## config.mk

```make
export PLATFORM = sky130hd
export DESIGN_NAME = mem_port_arbiter
export DESIGN_NICKNAME = d
export VERILOG_FILES = /design/src/rtl/mem_arb_pkg.sv /design/src/rtl/arb_age_counter.sv /design/src/rtl/mem_port_arbiter.sv
export SDC_FILE = /design/constraint.sdc
export NUM_CORES = 1
export LEC_CHECK = 0
export ABC_AREA = 1
export CAP_MARGIN = 25
export CORE_AREA = 2 2 115 117
export DETAILED_ROUTE_END_ITERATION = 12
export DIE_AREA = 0 0 117 119
export SLEW_MARGIN = 20
export SYNTH_ARGS = -nofsm -noshare
export SYNTH_HDL_FRONTEND = slang
export SYNTH_SLANG_ARGS = --single-unit
```

## constraint.sdc

```tcl
create_clock -name clk -period 5.1 [get_ports clk]
set_clock_uncertainty 0.1 [all_clocks]
set_input_delay 1.275 -clock clk [delete_from_list [all_inputs] [get_ports clk]]
set_output_delay 1.275 -clock clk [all_outputs]
set_load 0.02 [all_outputs]
```

## src/rtl/mem_arb_pkg.sv

```systemverilog
// Shared types and helpers for the core/DMA memory port arbiter.
package mem_arb_pkg;

   typedef enum logic [1:0] {IDLE, BUSY_CORE, BUSY_DMA} arb_state_t;
   typedef enum logic [1:0] {OWN_NONE, OWN_CORE, OWN_DMA} arb_owner_t;

   // Wide enough to hold MEM_LAT-1 for the largest legal latency of 8.
   localparam int unsigned LAT_W = $clog2(8) + 1;

   // The core has priority unless the DMA has waited long enough.
   function automatic arb_owner_t pick_winner(input logic core_req,
                                              input logic dma_req,
                                              input logic dma_expired);
      arb_owner_t win;
      win = OWN_NONE;
      if (dma_req && (!core_req || dma_expired)) begin
         win = OWN_DMA;
      end else if (core_req) begin
         win = OWN_CORE;
      end
      return win;
   endfunction

endpackage

```

## src/rtl/arb_age_counter.sv

```systemverilog
// Saturating count of cycles the DMA has been kept waiting; clear wins over increment.
module arb_age_counter #(
   parameter int unsigned MAX_WAIT = 8
) (
   input  logic clk,
   input  logic rst,
   input  logic inc,
   input  logic clr,
   output logic expired
);

   localparam int unsigned CNT_W = $clog2(MAX_WAIT + 1);

   logic [CNT_W-1:0] cnt_q, cnt_d;

   always_comb begin
      cnt_d = cnt_q;
      if (clr) begin
         cnt_d = '0;
      end else if (inc && (cnt_q < CNT_W'(MAX_WAIT))) begin
         cnt_d = cnt_q + CNT_W'(1);
      end
   end

   always_ff @(posedge clk or negedge rst) begin
      if (!rst) begin
         cnt_q <= '0;
      end else begin
         cnt_q <= cnt_d;
      end
   end

   assign expired = (cnt_q >= CNT_W'(MAX_WAIT));

endmodule

```

## src/rtl/mem_port_arbiter.sv

```systemverilog
// Shares the core's unified memory port with a DMA requester: one transaction
// at a time, fixed read latency, core priority with a DMA starvation guard.
module mem_port_arbiter
   import mem_arb_pkg::*;
#(
   parameter int unsigned AW       = 32,
   parameter int unsigned DW       = 32,
   parameter int unsigned MEM_LAT  = 1,
   parameter int unsigned MAX_WAIT = 8
) (
   input  logic          clk,
   input  logic          rst,
   input  logic          core_req,
   input  logic          core_we,
   input  logic [AW-1:0] core_addr,
   input  logic [DW-1:0] core_wdata,
   output logic          core_gnt,
   output logic          core_rvalid,
   output logic [DW-1:0] core_rdata,
   input  logic          dma_req,
   input  logic          dma_we,
   input  logic [AW-1:0] dma_addr,
   input  logic [DW-1:0] dma_wdata,
   output logic          dma_gnt,
   output logic          dma_rvalid,
   output logic [DW-1:0] dma_rdata,
   output logic          mem_en,
   output logic          mem_we,
   output logic [AW-1:0] mem_addr,
   output logic [DW-1:0] mem_wdata,
   input  logic [DW-1:0] mem_rdata
);

   arb_state_t       state_q, state_d;
   arb_owner_t       owner_q, owner_d;
   arb_owner_t       win_c;
   logic [LAT_W-1:0] lat_cnt_q, lat_cnt_d;
   logic             dma_expired;

   arb_age_counter #(
      .MAX_WAIT (MAX_WAIT)
   ) u_age (
      .clk     (clk),
      .rst     (rst),
      .inc     (dma_req && !dma_gnt),
      .clr     (dma_gnt || !dma_req),
      .expired (dma_expired)
   );

   assign win_c = (state_q == IDLE) ? pick_winner(core_req, dma_req, dma_expired) : OWN_NONE;

   // Grant/strobe in the winning IDLE cycle, completion pulse when the latency count hits zero.
   // Everything is gated by rst so an asserted reset silences the port at once.
   always_comb begin
      state_d     = state_q;
      owner_d     = owner_q;
      lat_cnt_d   = lat_cnt_q;
      core_gnt    = 1'b0;
      dma_gnt     = 1'b0;
      core_rvalid = 1'b0;
      dma_rvalid  = 1'b0;
      core_rdata  = '0;
      dma_rdata   = '0;
      mem_en      = 1'b0;
      mem_we      = 1'b0;
      mem_addr    = '0;
      mem_wdata   = '0;
      if (rst) begin
         case (state_q)
            IDLE: begin
               if (win_c == OWN_DMA) begin
                  dma_gnt   = 1'b1;
                  mem_en    = 1'b1;
                  mem_we    = dma_we;
                  mem_addr  = dma_addr;
                  mem_wdata = dma_wdata;
                  state_d   = BUSY_DMA;
               end else if (win_c == OWN_CORE) begin
                  core_gnt  = 1'b1;
                  mem_en    = 1'b1;
                  mem_we    = core_we;
                  mem_addr  = core_addr;
                  mem_wdata = core_wdata;
                  state_d   = BUSY_CORE;
               end
               if (win_c != OWN_NONE) begin
                  owner_d   = win_c;
                  lat_cnt_d = LAT_W'(MEM_LAT - 1);
               end
            end
            BUSY_CORE, BUSY_DMA: begin
               lat_cnt_d = lat_cnt_q - LAT_W'(1);
               if (lat_cnt_q == '0) begin
                  if (owner_q == OWN_CORE) begin
                     core_rvalid = 1'b1;
                     core_rdata  = mem_rdata;
                  end else if (owner_q == OWN_DMA) begin
                     dma_rvalid = 1'b1;
                     dma_rdata  = mem_rdata;
                  end
                  state_d   = IDLE;
                  owner_d   = OWN_NONE;
                  lat_cnt_d = '0;
               end
            end
            default: begin
               state_d = IDLE;
               owner_d = OWN_NONE;
            end
         endcase
      end
   end

   always_ff @(posedge clk or negedge rst) begin
      if (!rst) begin
         state_q   <= IDLE;
         owner_q   <= OWN_NONE;
         lat_cnt_q <= '0;
      end else begin
         state_q   <= state_d;
         owner_q   <= owner_d;
         lat_cnt_q <= lat_cnt_d;
      end
   end

endmodule

```

# == Word level (Yosys, flattened, before mapping) ==
# Index checks and enable logic that the tools add are counted.
# totals
regBits,12
input_bits,166
output_inout_bits,134
elab_cells,88
# classes
n_addsub,2
n_lt_le_gt_ge,2
eq_ne,9
mux,54
n_reduce_logical,17
# op_table
op,n
two-way mux 32 bit,17
two-way mux 1 bit,24
two-way mux 4 bit,4
two-way mux 2 bit,6
AND reduction 3 bit,3
one-hot mux 2 bit (2 select lines),2
one-hot mux 4 bit (2 select lines),1
"equality test 2 x 1 -> 1 bit, second input constant",3
"equality test 2 bit, second input constant",3
nonzero test 2 bit,3
"adder 4 x 1 -> 4 bit, second input constant",1
">= comparator 4 bit, second input constant",1
zero test 4 bit,1
"< comparator 4 bit, second input constant",1
"subtractor 4 x 1 -> 4 bit, second input constant",1
logical AND 1 bit,3
zero test 1 bit,3
"!= test 3 x 1 -> 1 bit, second input constant",1
zero test 2 bit,1
logical OR 1 bit,2
"!= test 2 x 1 -> 1 bit, second input constant",1
"!= test 2 bit, second input constant",1
OR reduction 2 bit,1

# == Depth between registers and ports, before layout ==
# logic_depth
depth_word,14
depth_mapped,14
ltp_nobuf,13

# == Cells and area by module ==
# From an unflattened synthesis, not the netlist that was laid out.
# unflattened
hier_cells,438
hier_area_um2,2148.3
# modules_own_cells
module,instances,cells_each,area_per_inst_um2,seq_area_each_um2
mem_port_arbiter,1,407,1913.1,200.2
arb_age_counter,1,31,235.2,100.1

# == Worst setup path after synthesis ==
# No wires, ideal clock.
# synth_timing
path_kind,input-to-output
start,input core_req
end,output mem_wdata[10]
t_arrival_ps,2647
required_time_ps,3725
slack_ps,1078
path_stages,10
path_buffers,1
path_cell_list,nand2_1 > nand2_1 > inv_1 > nand2_1 > inv_1 > ha_1 > nor2_4 > nand3_2 > clkbuf_1 > o21ai_0
# synth_between
elab_chain_len,10
word_cells_on_any_way,12
cone_classes,2 x eq/ne; 7 x mux; 3 x reduce/logical
# synth_lines
element,line_no,source
from (decl),mem_port_arbiter.sv:13,"input logic core_req,"
zero test 1 bit,mem_arb_pkg.sv:16,if (dma_req && (!core_req || dma_expired)) begin
logical OR 1 bit,mem_arb_pkg.sv:16,
logical AND 1 bit,mem_arb_pkg.sv:16,
two-way mux 2 bit *,mem_arb_pkg.sv:16,
two-way mux 2 bit *,mem_port_arbiter.sv:50,"assign win_c = (state_q == IDLE) ? pick_winner(core_req, dma_req, dma_expired) : OWN_NONE;"
equality test 2 x 1 -> 1 bit,mem_port_arbiter.sv:78,end else if (win_c == OWN_CORE) begin
two-way mux 32 bit,mem_port_arbiter.sv:78,
two-way mux 32 bit *,mem_port_arbiter.sv:71,if (win_c == OWN_DMA) begin
two-way mux 32 bit *,mem_port_arbiter.sv:69,case (state_q)
two-way mux 32 bit *,mem_port_arbiter.sv:68,if (rst) begin
to (decl),mem_port_arbiter.sv:30,"output logic [DW-1:0] mem_wdata,"
# Mark *: on every way between the ends. The rest lies on a longest branch, timed or not.

# == Worst setup path after layout ==
# layout_timing
start,input core_req
end,output dma_gnt
# layout_between
elab_chain_len,9
word_cells_on_any_way,10
cone_classes,1 x eq/ne; 6 x mux; 3 x reduce/logical
# layout_lines
element,line_no,source
zero test 1 bit,mem_arb_pkg.sv:16,
logical OR 1 bit,mem_arb_pkg.sv:16,
logical AND 1 bit,mem_arb_pkg.sv:16,
two-way mux 2 bit *,mem_arb_pkg.sv:16,
two-way mux 2 bit *,mem_port_arbiter.sv:50,
equality test 2 bit *,mem_port_arbiter.sv:71,
two-way mux 1 bit *,mem_port_arbiter.sv:71,
two-way mux 1 bit *,mem_port_arbiter.sv:69,
two-way mux 1 bit *,mem_port_arbiter.sv:68,
to (decl),mem_port_arbiter.sv:24,"output logic dma_gnt,"
# Marked as above.

==> qor.json <==
{
  "synth.cell_area": {"value": 2300, "unit": "µm²"},
  "number_of_cells_produced_by_synthesis": {"value": 417},
  "via_per_inst": {"value": 4.02},
  "antenna_cells_inserted": {"value": 0},
  "area_contributors_post_synth": {"value": "o21ai_2 (19%), inv_1 (19%), nand2_1 (15%)"},
  "drcViolationCount": {"value": 0},
  "boundaryPins": {"value": 300},
  "initial_antenna_violation_count": {"value": 0},
  "global_route.usage.total": {"value": 15.3, "unit": "%"},
  "clock-root-buffer": {"value": "clkbuf_16"},
  "finalHoldViolCount": {"value": 0},
  "fin_total_pwr": {"value": 0.00114, "unit": "W"},
  "grt_max_degree": {"value": 61},
  "worst-endpoint-required": {"value": 3.72, "unit": "ns"},
  "clk_transition_reported_paths": {"value": 0.04, "unit": "ns"},
  "peakVddDrop": {"value": 0.126, "unit": "mV"},
  "max-cap-violations": {"value": 0},
  "power_per_cell_area": {"value": 198, "unit": "nW/µm²"},
  "fraction_of_layout_cells_with_a_size_suffix_above_1": {"value": 10.3, "unit": "%"},
  "cts_hold_buffers": {"value": 0},
  "final_max_slew_viol_count": {"value": 0},
  "grt_first_pass_wirelength": {"value": 17.0, "unit": "mm"},
  "drtPass1Iterations": {"value": 4},
  "die_width": {"value": 117, "unit": "µm"},
  "synth_nets": {"value": 591},
  "warnings_synthesis": {"value": 0},
  "timing_worst_setup_path_type": {"value": "in -> out"},
  "vias": {"value": 3566},
  "port_buffers": {"value": 299},
  "tritoncts": {"value": "yes"},
  "initial_core_util": {"value": 17.9, "unit": "%"},
  "tightest_slew_margin_relative_to_the_limit": {"value": 65.7, "unit": "%"},
  "finalCritPeriodShare": {"value": 95.8, "unit": "%"},
  "worstSetupEndpointType": {"value": "output port"},
  "count_of_final_setup_violators": {"value": 0},
  "final.fill_count": {"value": 1315},
  "core.rowCount": {"value": 42},
  "crit_arrival": {"value": 3.51, "unit": "ns"},
  "synth_largest_type_area_fraction": {"value": 19.0, "unit": "%"},
  "design.core.area": {"value": 12900, "unit": "µm²"},
  "max_slew.worst_pin.slew": {"value": 0.514, "unit": "ns"},
  "area_growth_syn_to_layout": {"value": 149, "unit": "%"},
  "unique_cell_type_count_in_the_yosys_netlist": {"value": 25},
  "worstSetupStartpointType": {"value": "input pin"},
  "power.leakage": {"value": 3.70, "unit": "nW"},
  "clock_sink_count": {"value": 12},
  "run_status": {"value": "finished, final reports clean"},
  "gpl.final_weighted_congestion": {"value": 0.805},
  "synth_top_cell_by_area": {"value": "o21ai_2"},
  "number_of_global_route_vias_before_repair": {"value": 3476},
  "holdCritPathClass": {"value": "reg -> reg"},
  "die_outline_area": {"value": 13900, "unit": "µm²"},
  "drt_first_iter_violations": {"value": 139},
  "fmax": {"value": 205, "unit": "MHz"},
  "post-dp-hpwl": {"value": 10.1, "unit": "mm"},
  "clockBufferDepth": {"value": 2},
  "numCtsBuffers": {"value": 3},
  "ys_seq_area_share": {"value": 13.0, "unit": "%"},
  "synth.avg_cell_area": {"value": 5.53, "unit": "µm²"},
  "die-height": {"value": 119, "unit": "µm"},
  "rsz_0062_raised_after_global_routing": {"value": "no"},
  "route.detailed.wl_per_inst": {"value": 13.5, "unit": "µm"},
  "min_period": {"value": 4.89, "unit": "ns"},
  "layout.nets": {"value": 885},
  "postSynthRegisterBits": {"value": 12},
  "globalRouteOverflowTotal": {"value": 0},
  "fin_setup_tns": {"value": 0, "unit": "ns"},
  "number_of_levels_the_h_tree_was_split_into": {"value": 1},
  "worst_skew_pair_latency": {"value": 0.24, "unit": "ns"},
  "route.final.wire_length": {"value": 12.0, "unit": "mm"},
  "cp_max_fo": {"value": 30},
  "ant_nets": {"value": 0}
}
## final timing paths
kind	slack [ns]	cells past startpoint	startpoint	to
worst min register to register	0.37	2	state_q[1]	state_q[1]
max in group asynchronous	3.06	2	rst	lat_cnt_q[2]
worst min-delay path	0.37	2	state_q[1]	state_q[1]
worst max-delay path	0.21	13	core_req	dma_gnt
worst max register to register	3.09	10	state_q[0]	lat_cnt_q[0]
min in group asynchronous	1.65	2	rst	owner_q[0]
## sequential cells by signal, indices dropped and copies added (netlist names)
signal and flops:
state_q 2, u_age.cnt_q 4, owner_q 2, lat_cnt_q 4
## timing repair
item,4_1_cts,5_1_grt
setup endpoints to repair,2,63
buffers inserted,0,0
resized for setup,2,63
gates cloned,0,1
endpoints found under the hold margin,0,0
## area by class of cell
type / count / area (µm²) / share of cell area [%]
flip-flops and latches: 12 / 300 / 5.23
inverters: 118 / 443 / 7.72
repair buffers: 309 / 3270 / 56.9
well taps: 176 / 220 / 3.84
multi-input cells: 267 / 1420 / 24.7
clock buffers: 4 / 88.8 / 1.55
## cell usage in the layout (no fill, tap or decap), drive strengths merged
cell type      instances
nand4                  3
xor2                   1
nand3b                 1
or2                    1
ha                     8
nor3                   1
o21ai                 69
nand3                 12
dlygate4sd2            2
buf                    9
nor2                  72
nand2                 94
dfrtp                 12
inv                  118
clkbuf                 5
dlymetal6s2s          63
clkdlybuf4s50        234
a21oi                  5
## logic make-up after synthesis
kind of cell | after synthesis | synth area share [%]
compound gates | 74 | 24.2
simple gates | 184 | 32.3
flops | 12 | 13.0
xor+xnor | 1 | 0.380
buf+inv | 138 | 25.7
fa+ha+maj | 8 | 4.34
## metal layers
metal  routed length [µm]  global-route usage [%]
met1                 4050                    15.8
met2                 6520                    30.7
met3                 1170                    3.46
met4                  221                    3.09
met5                    0                       0
## critical path, stage by stage
cell             delay [ns]
clkdlybuf4s50_1        0.43
nand2_1                0.07
nand2_1                0.06
inv_1                  0.05
nand2_1                0.09
inv_1                  0.08
ha_1                   0.21
nand2_1                0.10
inv_2                  0.08
nand2_2                0.06
inv_2                  0.14
clkbuf_16              0.23
clkdlybuf4s50_1        0.63
## through the flow
step / hold WS (ns) / worst slack (ns) / cell area (µm²) / utilization [%] / std cells
detailed placement: 0.366 / -0.0263 / 5470 / 42.5 / 881
CTS: 0.378 / 0.0147 / 5550 / 43.1 / 885
global route: 0.409 / 0.0316 / 5740 / 44.6 / 886
floorplan: 0.342 / 1.08 / 2300 / - / 417
global placement: 0.360 / -0.00257 / 5470 / 42.5 / 881
finish: 0.370 / 0.212 / 5740 / 44.6 / 886
## cell usage after synthesis (all sizes together)
cell    instances
clkbuf          2
o21ai          69
dfrtp          12
xor2            1
nand2          94
nor3            1
ha              8
nand3          12
nand4           3
nor2           72
nand3b          1
buf            18
a21oi           5
inv           118
or2             1
## report_power, final
part           total [W]  switching [W]  internal (W)
clock           0.000160      0.0000419      0.000118
combinational   0.000835       0.000449      0.000386
sequential      0.000142      0.0000196      0.000123
total            0.00114       0.000511      0.000628
No activity file was read; power rests on OpenSTA's default activity.
